`config.mk`:
```
export PLATFORM = sky130hd
export DESIGN_NAME = tlb_sv32_plru
export DESIGN_NICKNAME = d
export VERILOG_FILES = /design/src/rtl/tlb_sv32_plru.sv
export SDC_FILE = /design/constraint.sdc
export NUM_CORES = 1
export LEC_CHECK = 0
export CORE_MARGIN = 1.5
export CORE_UTILIZATION = 40
export CTS_CLUSTER_DIAMETER = 50
export CTS_CLUSTER_SIZE = 12
export DETAILED_ROUTE_END_ITERATION = 10
export DONT_BUFFER_PORTS = 1
export PLACE_DENSITY_LB_ADDON = 0.25
export SLEW_MARGIN = 15
export SYNTH_ARGS = -nofsm -noshare
export SYNTH_HDL_FRONTEND = slang
export SYNTH_SLANG_ARGS = --single-unit
```
`constraint.sdc`:
```
create_clock -name clk_i -period 4.8 [get_ports clk_i]
set_clock_uncertainty 0.2 [all_clocks]
set_input_delay 0.48 -clock clk_i [delete_from_list [all_inputs] [get_ports clk_i]]
set_output_delay 0.48 -clock clk_i [all_outputs]
set_load 0.01 [all_outputs]
```
`src/rtl/tlb_sv32_plru.sv`:
```
// ---------------------------------------------------------------------------
// tlb_sv32_plru
//
// Fully associative Sv32 TLB with TLB_ENTRIES entries (power of two, >= 2).
// It supports configurable ASID width, 4 MiB superpages and global mappings.
// Replacement fills the lowest invalid entry first; once every entry is
// valid, a tree pseudo-LRU picks the victim. sfence.vma flushes can be
// qualified by ASID and/or virtual address.
//
// Ports
//   clk_i                  clock
//   rst_ni                 synchronous active-low reset
//   flush_i                sfence.vma request, single cycle
//   asid_to_be_flushed_i   ASID qualifier for the flush (0 = any ASID)
//   vaddr_to_be_flushed_i  vaddr qualifier for the flush (0 = any address)
//   update_i               refill from the PTW:
//                          {valid, is_4M, vpn[19:0], asid, content[31:0]}
//   lu_access_i            lookup counts as a use for replacement
//   lu_asid_i              lookup ASID
//   lu_vaddr_i             lookup virtual address
//   lu_content_o           PTE of the hit entry, 0 on miss
//   lu_is_4M_o             hit entry is a 4 MiB superpage
//   lu_hit_o               lookup hit
//   port_content_q_o       entry i content at [32*i +: 32]
//   port_tags_q_o          entry i tag at [TAG_W*i +: TAG_W],
//                          tag = {asid, vpn1, vpn0, is_4M, valid}
// ---------------------------------------------------------------------------
module tlb_sv32_plru #(
    parameter int TLB_ENTRIES = 4,
    parameter int ASID_WIDTH  = 1,
    localparam int TAG_W      = ASID_WIDTH + 22
) (
    input  logic                           clk_i,
    input  logic                           rst_ni,
    input  logic                           flush_i,
    input  logic [ASID_WIDTH-1:0]          asid_to_be_flushed_i,
    input  logic [31:0]                    vaddr_to_be_flushed_i,
    input  logic [53+ASID_WIDTH:0]         update_i,
    input  logic                           lu_access_i,
    input  logic [ASID_WIDTH-1:0]          lu_asid_i,
    input  logic [31:0]                    lu_vaddr_i,
    output logic [31:0]                    lu_content_o,
    output logic                           lu_is_4M_o,
    output logic                           lu_hit_o,
    output logic [32*TLB_ENTRIES-1:0]      port_content_q_o,
    output logic [TAG_W*TLB_ENTRIES-1:0]   port_tags_q_o
);

    localparam int LVLS  = $clog2(TLB_ENTRIES);
    localparam int IDX_W = LVLS;
    // Index width for the PLRU node vector (TLB_ENTRIES-1 bits)
    localparam int PW    = (TLB_ENTRIES > 2) ? $clog2(TLB_ENTRIES - 1) : 1;

    logic [TAG_W-1:0]       tags_q    [TLB_ENTRIES];
    logic [31:0]            content_q [TLB_ENTRIES];
    // Heap-ordered tree: node n has children 2n+1 (left) and 2n+2 (right).
    // A node bit of 1 sends the victim search to the right subtree.
    logic [TLB_ENTRIES-2:0] plru_q;
    logic [TLB_ENTRIES-2:0] plru_d;

    logic                   upd_valid;
    logic                   upd_is_4m;
    logic [19:0]            upd_vpn;
    logic [ASID_WIDTH-1:0]  upd_asid;
    logic [31:0]            upd_content;

    logic [TLB_ENTRIES-1:0] lu_match;
    logic [TLB_ENTRIES-1:0] flush_sel;
    logic [TLB_ENTRIES-1:0] entry_valid;
    logic                   flush_asid_any;
    logic                   flush_vaddr_any;

    logic [IDX_W-1:0]       hit_idx;
    logic [IDX_W-1:0]       free_idx;
    logic                   free_found;
    logic [IDX_W-1:0]       repl_idx;

    logic                   unused_vaddr_bits;

    assign upd_content = update_i[31:0];
    assign upd_asid    = update_i[32 +: ASID_WIDTH];
    assign upd_vpn     = update_i[32+ASID_WIDTH +: 20];
    assign upd_is_4m   = update_i[52+ASID_WIDTH];
    assign upd_valid   = update_i[53+ASID_WIDTH];

    assign flush_asid_any  = (asid_to_be_flushed_i == '0);
    assign flush_vaddr_any = (vaddr_to_be_flushed_i == '0);

    // Page offset never takes part in translation matching
    assign unused_vaddr_bits = ^lu_vaddr_i[11:0];

    // Follow the node bits from the root down to a leaf
    function automatic logic [IDX_W-1:0] plru_victim(input logic [TLB_ENTRIES-2:0] tree);
        int node;
        node = 0;
        for (int l = 0; l < LVLS; l++) begin
            node = 2 * node + 1 + int'(tree[PW'(node)]);
        end
        return IDX_W'(node - (TLB_ENTRIES - 1));
    endfunction

    // Walk from the leaf up, pointing every ancestor at the other subtree
    function automatic logic [TLB_ENTRIES-2:0] plru_touch(input logic [TLB_ENTRIES-2:0] tree,
                                                          input logic [IDX_W-1:0]       idx);
        int node;
        int parent;
        plru_touch = tree;
        node = int'(idx) + TLB_ENTRIES - 1;
        for (int l = 0; l < LVLS; l++) begin
            parent = (node - 1) / 2;
            plru_touch[PW'(parent)] = ((node % 2) == 1);
            node = parent;
        end
    endfunction

    // Per-entry match against the lookup and against the flush qualifiers.
    // The flush select ignores the valid bit because it only ever clears it.
    always_comb begin : match_logic
        lu_match    = '0;
        flush_sel   = '0;
        entry_valid = '0;
        for (int i = 0; i < TLB_ENTRIES; i++) begin
            entry_valid[i] = tags_q[i][0];
            lu_match[i] = tags_q[i][0]
                && ((tags_q[i][TAG_W-1:22] == lu_asid_i) || content_q[i][5])
                && (tags_q[i][21:12] == lu_vaddr_i[31:22])
                && (tags_q[i][1] || (tags_q[i][11:2] == lu_vaddr_i[21:12]));
            flush_sel[i] = (flush_vaddr_any
                    || ((tags_q[i][21:12] == vaddr_to_be_flushed_i[31:22])
                        && (tags_q[i][1] || (tags_q[i][11:2] == vaddr_to_be_flushed_i[21:12]))))
                && (flush_asid_any
                    || ((tags_q[i][TAG_W-1:22] == asid_to_be_flushed_i) && !content_q[i][5]));
        end
    end

    // Descending scan so the lowest matching index is the one left standing
    always_comb begin : hit_select
        lu_hit_o     = 1'b0;
        hit_idx      = '0;
        lu_content_o = '0;
        lu_is_4M_o   = 1'b0;
        for (int i = TLB_ENTRIES - 1; i >= 0; i--) begin
            if (lu_match[i]) begin
                lu_hit_o     = 1'b1;
                hit_idx      = IDX_W'(i);
                lu_content_o = content_q[i];
                lu_is_4M_o   = tags_q[i][1];
            end
        end
    end

    // Refill target: lowest invalid entry, otherwise the PLRU victim
    always_comb begin : victim_select
        free_found = 1'b0;
        free_idx   = '0;
        for (int i = TLB_ENTRIES - 1; i >= 0; i--) begin
            if (!entry_valid[i]) begin
                free_found = 1'b1;
                free_idx   = IDX_W'(i);
            end
        end
        repl_idx = free_found ? free_idx : plru_victim(plru_q);
    end

    // A refill is only a use when it is not dropped by a concurrent flush,
    // and it takes precedence over the lookup use in the same cycle
    always_comb begin : plru_next
        plru_d = plru_q;
        if (upd_valid && !flush_i) begin
            plru_d = plru_touch(plru_q, repl_idx);
        end else if (lu_access_i && lu_hit_o) begin
            plru_d = plru_touch(plru_q, hit_idx);
        end
    end

    always_ff @(posedge clk_i) begin : state_regs
        if (!rst_ni) begin
            for (int i = 0; i < TLB_ENTRIES; i++) begin
                tags_q[i]    <= '0;
                content_q[i] <= '0;
            end
            plru_q <= '0;
        end else begin
            if (flush_i) begin
                for (int i = 0; i < TLB_ENTRIES; i++) begin
                    if (flush_sel[i]) begin
                        tags_q[i][0] <= 1'b0;
                    end
                end
            end else if (upd_valid) begin
                tags_q[repl_idx]    <= {upd_asid, upd_vpn, upd_is_4m, 1'b1};
                content_q[repl_idx] <= upd_content;
            end
            plru_q <= plru_d;
        end
    end

    for (genvar g = 0; g < TLB_ENTRIES; g++) begin : g_flat
        assign port_content_q_o[32*g +: 32]   = content_q[g];
        assign port_tags_q_o[TAG_W*g +: TAG_W] = tags_q[g];
    end

endmodule
```
==> metrics.txt, run 1 <==
DRT iter0 DRCs around 730; sequential power share 50.5%; worst path buffer plus inverter count 1; Worst-Margin Slew around 1100 ps; critical path arrival 3680 ps; via count 8300; post-synthesis instance area 0.01163 mm^2; status finished, final reports clean; TritonCTS Buffers 29; WHS Endpoint plru_q[1]$_SDFFE_PN0P_; final setup violating endpoints 0; core area between 0.02 and 0.03 mm^2; max_cap viols 0; FFs w/ async S/R, synth 0%; Rows between 60 and 70; die width 173.5 um; crit path kind flop to primary output; crit path launch type flop; final WL ~38000 um; CTS clk-pin slew, worst paths ~60 ps; r2r startpoint tags_q[2][21]$_SDFFCE_PN0P_; most common cell after layout, fill and taps aside edfxtp_1; DP Wirelength around 25000 um; Mean Syn Cell Area 11.52 um^2; Tcrit/Tclk final 90.75%; CTS sink count roughly 220; Layout area overhead 15.44%; pre-CTS setup slack 745.8 ps; initial antenna violation count 2; DRC Markers 0; Layout Nets around 1200; most frequent cells in the layout 216 x edfxtp_1, 121 x and3_1, 99 x and2_1, 92 x xnor2_1, 74 x xor2_1; Worst Hold Class input pin to flop; Post-Syn Instances approximately 1000; Clock Latency Late Sink around 550 ps; cell family with most CP delay simple AND/OR/NAND/NOR gates; IO Count between 300 and 400; first-pass GRT wire length 55190 um; GR peak layer met2; R2R cell count 17; final hold vios 0; M3 GR Usage 6.732%; Setup TNS 0 ps; Clock Tree Buf Depth 3; EDFF count, synth about 220; clock period minus final worst setup slack between 4000 and 5000 ps; Initial Utilization about two fifths; pin count of the biggest net entering global routing between 80 and 90; GRT Overall Usage 24.33%; Synth warnings 0; CTS root buf clkbuf_16; die area roughly 0.03 mm^2; GRT overflow 0; slowest CP cell nor4_1; Crit. End Element primary output; r2r setup slk 740 ps; hold depth 2; global routing usage on met2 38.92%; clock share of power 42.7%; VDD IR-drop max ~0.00027 V; final setup margin ~440 ps; Synth Register Bits around 220; PwrDens 353.1 mW/mm^2; layout cell share with drive strength beyond 1 7.729%; hold slack roughly 76 ps; IO Port Bufs 0; grt met1 use between 30% and 40%; Net Sw Frac 25.17%; First-pass DRT Iterations 5; Hold Startpoint rst_ni; Worst Path Max Fanout 52; unrepaired setup endpoints after global routing false; Final ANT Viol Nets 0; Fmax 229.6 MHz; Worst slew margin 29.79%; Seq/Total Area, Yosys between 50% and 60%; crit-path cells xnor2_1, nand4_1, nor4_1, nor2b_4, buf_4, a221oi_1, o31ai_1; vias in the first global route 8150; Synth Flop Type edfxtp_1; Worst EP required a little over 4000 ps; Lkg Pwr between 5 and 6 nW; RD Place Congestion ~0.95; Distinct cells, synth 41; Die Ht between 150 and 200 um; Internal Power 3.547 mW; # H-tree levels 1; via-per-instance ratio roughly 5.8; Logic pwr share under 10%; P_sw roughly 1.2 mW; Slew Limit Fails 0; critical register-to-register path endpoint plru_q[0]$_SDFFE_PN0P_; Wirelength per Cell approximately 26 um; CP max stage delay between 600 and 700 ps; CTS tree done
## per-layer routing
metal	part of all wire (%)	routed length, um	vias up
li1	-	-	3666
met1	42	15690	4175
met2	47	17500	392
met3	8.8	3317	65
met4	2.7	1015	2
met5	0.035	13	-
## power groups by stage
stage | combinational (mW) | clock [mW] | sequential [mW]
3_5_place_dp | 0.260 | 0 | 2.43
2_1_floorplan | 0.214 | 0 | 2.39
5_1_grt | 0.350 | 2.13 | 2.40
4_1_cts | 0.322 | 2.06 | 2.39
6_report | 0.322 | 2.03 | 2.39
3_3_place_gp | 0.258 | 0 | 2.43
## synth_stat cells (4+ instances only)
cell | count | area [um^2]
inv_1 | 12 | 45.04
nor4_1 | 29 | 181.4
a21oi_1 | 20 | 100.1
a41oi_1 | 4 | 35.03
and2_1 | 100 | 625.6
xnor2_1 | 92 | 805.8
a22oi_1 | 17 | 127.6
nand3_1 | 10 | 50.05
buf_2 | 14 | 70.07
dfxtp_1 | 7 | 140.1
nand2b_1 | 5 | 31.28
and3_1 | 121 | 757.0
ha_1 | 10 | 125.1
buf_1 | 5 | 18.77
o31ai_1 | 16 | 120.1
o211ai_1 | 5 | 37.54
clkbuf_1 | 69 | 259.0
nand4_1 | 20 | 125.1
edfxtp_1 | 216 | 6486
nor3_1 | 7 | 35.03
a221oi_1 | 15 | 131.4
o21ai_0 | 25 | 125.1
xor2_1 | 74 | 648.1
nand2_1 | 55 | 206.5
nor2_1 | 41 | 153.9
## worst reg2reg max path: stages, from the launching register on
cell	delay, ps
edfxtp_1	520
xnor2_1	200
nand3_1	140
nor4_2	660
and2_1	240
nor2_1	90
nor3_2	200
inv_1	110
ha_1	300
o2111ai_2	90
inv_1	70
ha_1	180
and2_1	130
ha_1	200
xnor2_1	130
xnor2_1	120
a31oi_1	200
mux2i_1	200
## final cells by class
cell class	count	area (um^2)
Clock buffer	32	737.0
Fill cell	2584	15200
Multi-Input combinational cell	687	4658
Antenna cell	1	2.502
Sequential cell	223	6626
Inverter	12	45.04
Clock inverter	18	152.6
Timing Repair Buffer	76	720.7
Tap cell	384	480.5
## cells by family (layout without fill, tap and decap cells)
family | count (synthesis) | after routing | synth area share, %
AOI/OAI and AO/OA | 114 | 114 | 6.823
other | 1 | 3 | 0.03225
buffers and inverters | 100 | 138 | 3.379
xor gates and xnor gates | 166 | 166 | 12.50
adders and majority gates | 10 | 10 | 1.076
and+or+nand+nor | 393 | 393 | 19.03
muxes | 2 | 2 | 0.1722
DFF | 223 | 223 | 56.99
## stage by stage
stage	util [%]	std cells	power, mW	cell area, um^2
finish	46.89	1433	4.740	13420
global route	46.89	1433	4.878	13420
CTS	46.88	1432	4.772	13420
detailed placement	41.78	1326	2.692	11960
global placement	41.78	1326	2.690	11960
floorplan	-	1010	2.600	11630
## worst max-delay path by stage
stage	from	end	cells past startpoint	slack, ps
4_1_cts	tags_q[1][14]$_SDFFCE_PN0P_	lu_content_o[4]	7	380
3_3_place_gp	tags_q[1][14]$_SDFFCE_PN0P_	plru_q[0]$_SDFFE_PN0P_	13	800
6_report	tags_q[1][14]$_SDFFCE_PN0P_	lu_content_o[4]	7	440
5_1_grt	tags_q[1][14]$_SDFFCE_PN0P_	lu_content_o[3]	7	240
3_5_place_dp	tags_q[1][14]$_SDFFCE_PN0P_	plru_q[0]$_SDFFE_PN0P_	13	750
2_1_floorplan	plru_q[0]$_SDFFE_PN0P_	content_q[3][0]$_DFFE_PP_	6	680
## state kept, by name, indices dropped and copies added, names as in the netlist
register,cells
plru_q,3
tags_q,92
content_q,128
## timing repair
item,CTS,global route
hold buffers,56,0
gates resized for setup,0,0
setup endpoints to repair,0,0
buffers inserted,0,0
hold endpoints to repair,223,0
No activity file was read; power rests on OpenSTA's default activity.
==> inputs of run 2 (changes only) <==
==> constraint.sdc (replaced) <==
create_clock -name clk_i -period 5.1 [get_ports clk_i]
set_clock_uncertainty 0.2 [all_clocks]
set_input_delay 0.51 -clock clk_i [delete_from_list [all_inputs] [get_ports clk_i]]
set_output_delay 0.51 -clock clk_i [all_outputs]
set_load 0.01 [all_outputs]
==> run 2 against run 1 <==
  * Cell area rose by 0.95%
  * Total power fell by 0.25%
  * Largest cell class unchanged
  * Register-to-register slack improved by 110 ps
  * Routed wire length rose by 2.4%
  * Non-clock buffer count fell by 1
  * Count of clock-buffer cells in the layout did not move
  * Worst setup slack improved by 66 ps
  * Clock power rose by 7%
  * Global-route usage rose by 0.62 points
  * Final cell count did not move
  * Sequential power fell by 6%
  * Flip-flop and latch count did not move
  * Largest power group unchanged
==> metrics.txt, run 2 (synthesis gave the netlist of run 1 again) <==
slowest CP cell nor4_2; final hold vios 0; clock period minus final worst setup slack around 4600 ps; Layout Cells excl Fill 1433; first-pass GRT wire length around 56000 um; TritonCTS Buffers 28; Lkg Pwr a little over 5 nW; Internal Power about 3.6 mW; via count 8218; Clock Latency Late Sink around 530 ps; Rows 62; RD Place Congestion 0.9138; Wirelength per Cell around 27 um; setup repair bufs after CTS 0; max_cap viols 0; critical register-to-register path endpoint plru_q[0]$_SDFFE_PN0P_; Crit. End Element primary output; IO Port Bufs 0; CTS root buf clkbuf_16; via-per-instance ratio 5.735; final setup violating endpoints 0; CTS clk-pin slew, worst paths about 60 ps; max reg flops 128; Setup TNS 0 ps; # H-tree levels 1; pin count of the biggest net entering global routing 92; layout cell share with drive strength beyond 1 7.354%; Reg with most FFs content_q; Worst EP required around 4400 ps; FF/Latch Area ~0.0066 mm^2; Worst slew margin 26.38%; Clock Tree Buf Depth 3; most frequent cells in the layout 216 x edfxtp_1, 121 x and3_1, 99 x and2_1, 92 x xnor2_1, 74 x xor2_1; Layout Nets 1162; hold slack ~16 ps; die area roughly 0.03 mm^2; First-pass DRT Iterations 5; Initial Utilization 40.62%; GRT Overall Usage between 20 and 25%; WHS Endpoint tags_q[0][3]$_SDFFCE_PN0P_; Net Sw Frac a little under a quarter; critical path arrival just under 4000 ps; die width approximately 170 um; crit path launch type flop; most frequent CP cell buf_4; CTS tree done; DRC Markers 0; r2r startpoint tags_q[1][15]$_SDFFCE_PN0P_; final WL a little under 40000 um; clock share of power approximately 46%; r2r setup slk roughly 850 ps; CTS sink count 223; Layout area overhead 16.54%; Die Ht 173.5 um; sequential power share around 48%; most common cell after layout, fill and taps aside edfxtp_1; DP Wirelength approximately 26000 um; crit-path cells xnor2_1, nand4_1, nor4_2, and2_1, buf_4, a22oi_1, nor2_1, a21oi_1, o21ai_0, buf_4; IO Count ~380; Worst Hold Class input pin to flop; crit path kind flop to primary output; area of the multi-input gates 0.004658 mm^2; top flop regs content_q (128), tags_q (92), plru_q (3); Hold Startpoint update_i[34]; Worst-Margin Slew 1104 ps; placed cell count 1323; unrepaired setup endpoints after global routing false; Tcrit/Tclk final about nine tenths; status finished, final reports clean; VDD IR-drop max between 0.0002 and 0.0003 V; CP max stage delay ~670 ps; initial antenna violation count 3; R2R cell count 16; Logic pwr share between 6 and 7%; hold depth 1; Final ANT Viol Nets 0; DRT iter0 DRCs 596; Fmax between 200 and 250 MHz; core area roughly 0.029 mm^2; vias in the first global route 8439; GRT overflow 0; Slew Limit Fails 0; # fillers 2568; Worst Path Max Fanout 32; PwrDens 348.9 mW/mm^2; P_sw between 1 and 1.5 mW
## run 2: repair_timing
item                                   CTS  global route
setup endpoints to repair                0             0
hold buffers                            57             1
endpoints found under the hold margin  204             1
resized for setup                        0             0
## run 2: final cells by class
class	count	area share, %
Clock inverter	18	2.068
Tap cell	384	3.546
Clock buffer	32	5.439
Antenna cell	2	0.03693
Inverter	12	0.3324
Timing Repair Buffer	75	5.300
Multi-Input combinational cell	687	34.38
Sequential cell	223	48.90
## run 2: per-stage QoR
| step | utilization, % | setup slack (ps) | power, mW | cell area [um^2] |
|---|---|---|---|---|
| after floorplan | - | 983.7 | 2.447 | 11630 |
| after global placement | 41.70 | 965.6 | 2.530 | 11940 |
| after detailed placement | 41.70 | 865.2 | 2.535 | 11940 |
| after CTS | 47.29 | 461.4 | 4.756 | 13540 |
| after global routing | 47.34 | 216.5 | 4.862 | 13550 |
| final | 47.34 | 509.5 | 4.728 | 13550 |
## run 2: critical path: cells and delay by family (launching register included)
kind | cells | cell delay [ps]
flip-flops | 1 | 520
AND/OR/NAND/NOR | 4 | 1170
XOR/XNOR | 1 | 200
buffers and inverters | 2 | 670
AO/OA/AOI/OAI | 3 | 770
## run 2: power groups by stage
stage                     clock [mW]  sequential [mW]  combinational, mW
after floorplan                    0             2.25              0.202
after global placement             0             2.29              0.241
after detailed placement           0             2.29              0.245
after CTS                       2.20             2.25              0.302
after global routing            2.27             2.26              0.330
final                           2.17             2.25              0.302
## run 2: worst max-delay path by stage
stage / startpoint / endpoint / slack (ps) / cells after the start
finish: tags_q[2][16]$_SDFFCE_PN0P_ / lu_content_o[5] / 510 / 10
global route: tags_q[3][14]$_SDFFCE_PN0P_ / lu_content_o[5] / 220 / 10
CTS: tags_q[3][20]$_SDFFCE_PN0P_ / lu_content_o[5] / 460 / 10
detailed placement: tags_q[1][15]$_SDFFCE_PN0P_ / plru_q[0]$_SDFFE_PN0P_ / 870 / 16
global placement: tags_q[1][14]$_SDFFCE_PN0P_ / plru_q[0]$_SDFFE_PN0P_ / 970 / 16
floorplan: plru_q[0]$_SDFFE_PN0P_ / content_q[3][0]$_DFFE_PP_ / 980 / 6
## run 2: layer usage
metal  routed length (um)  track usage (%)
met1                15820            32.30
met2                17880            39.93
met3                 3709            7.895
met4                 1020            7.717
met5                   13                0
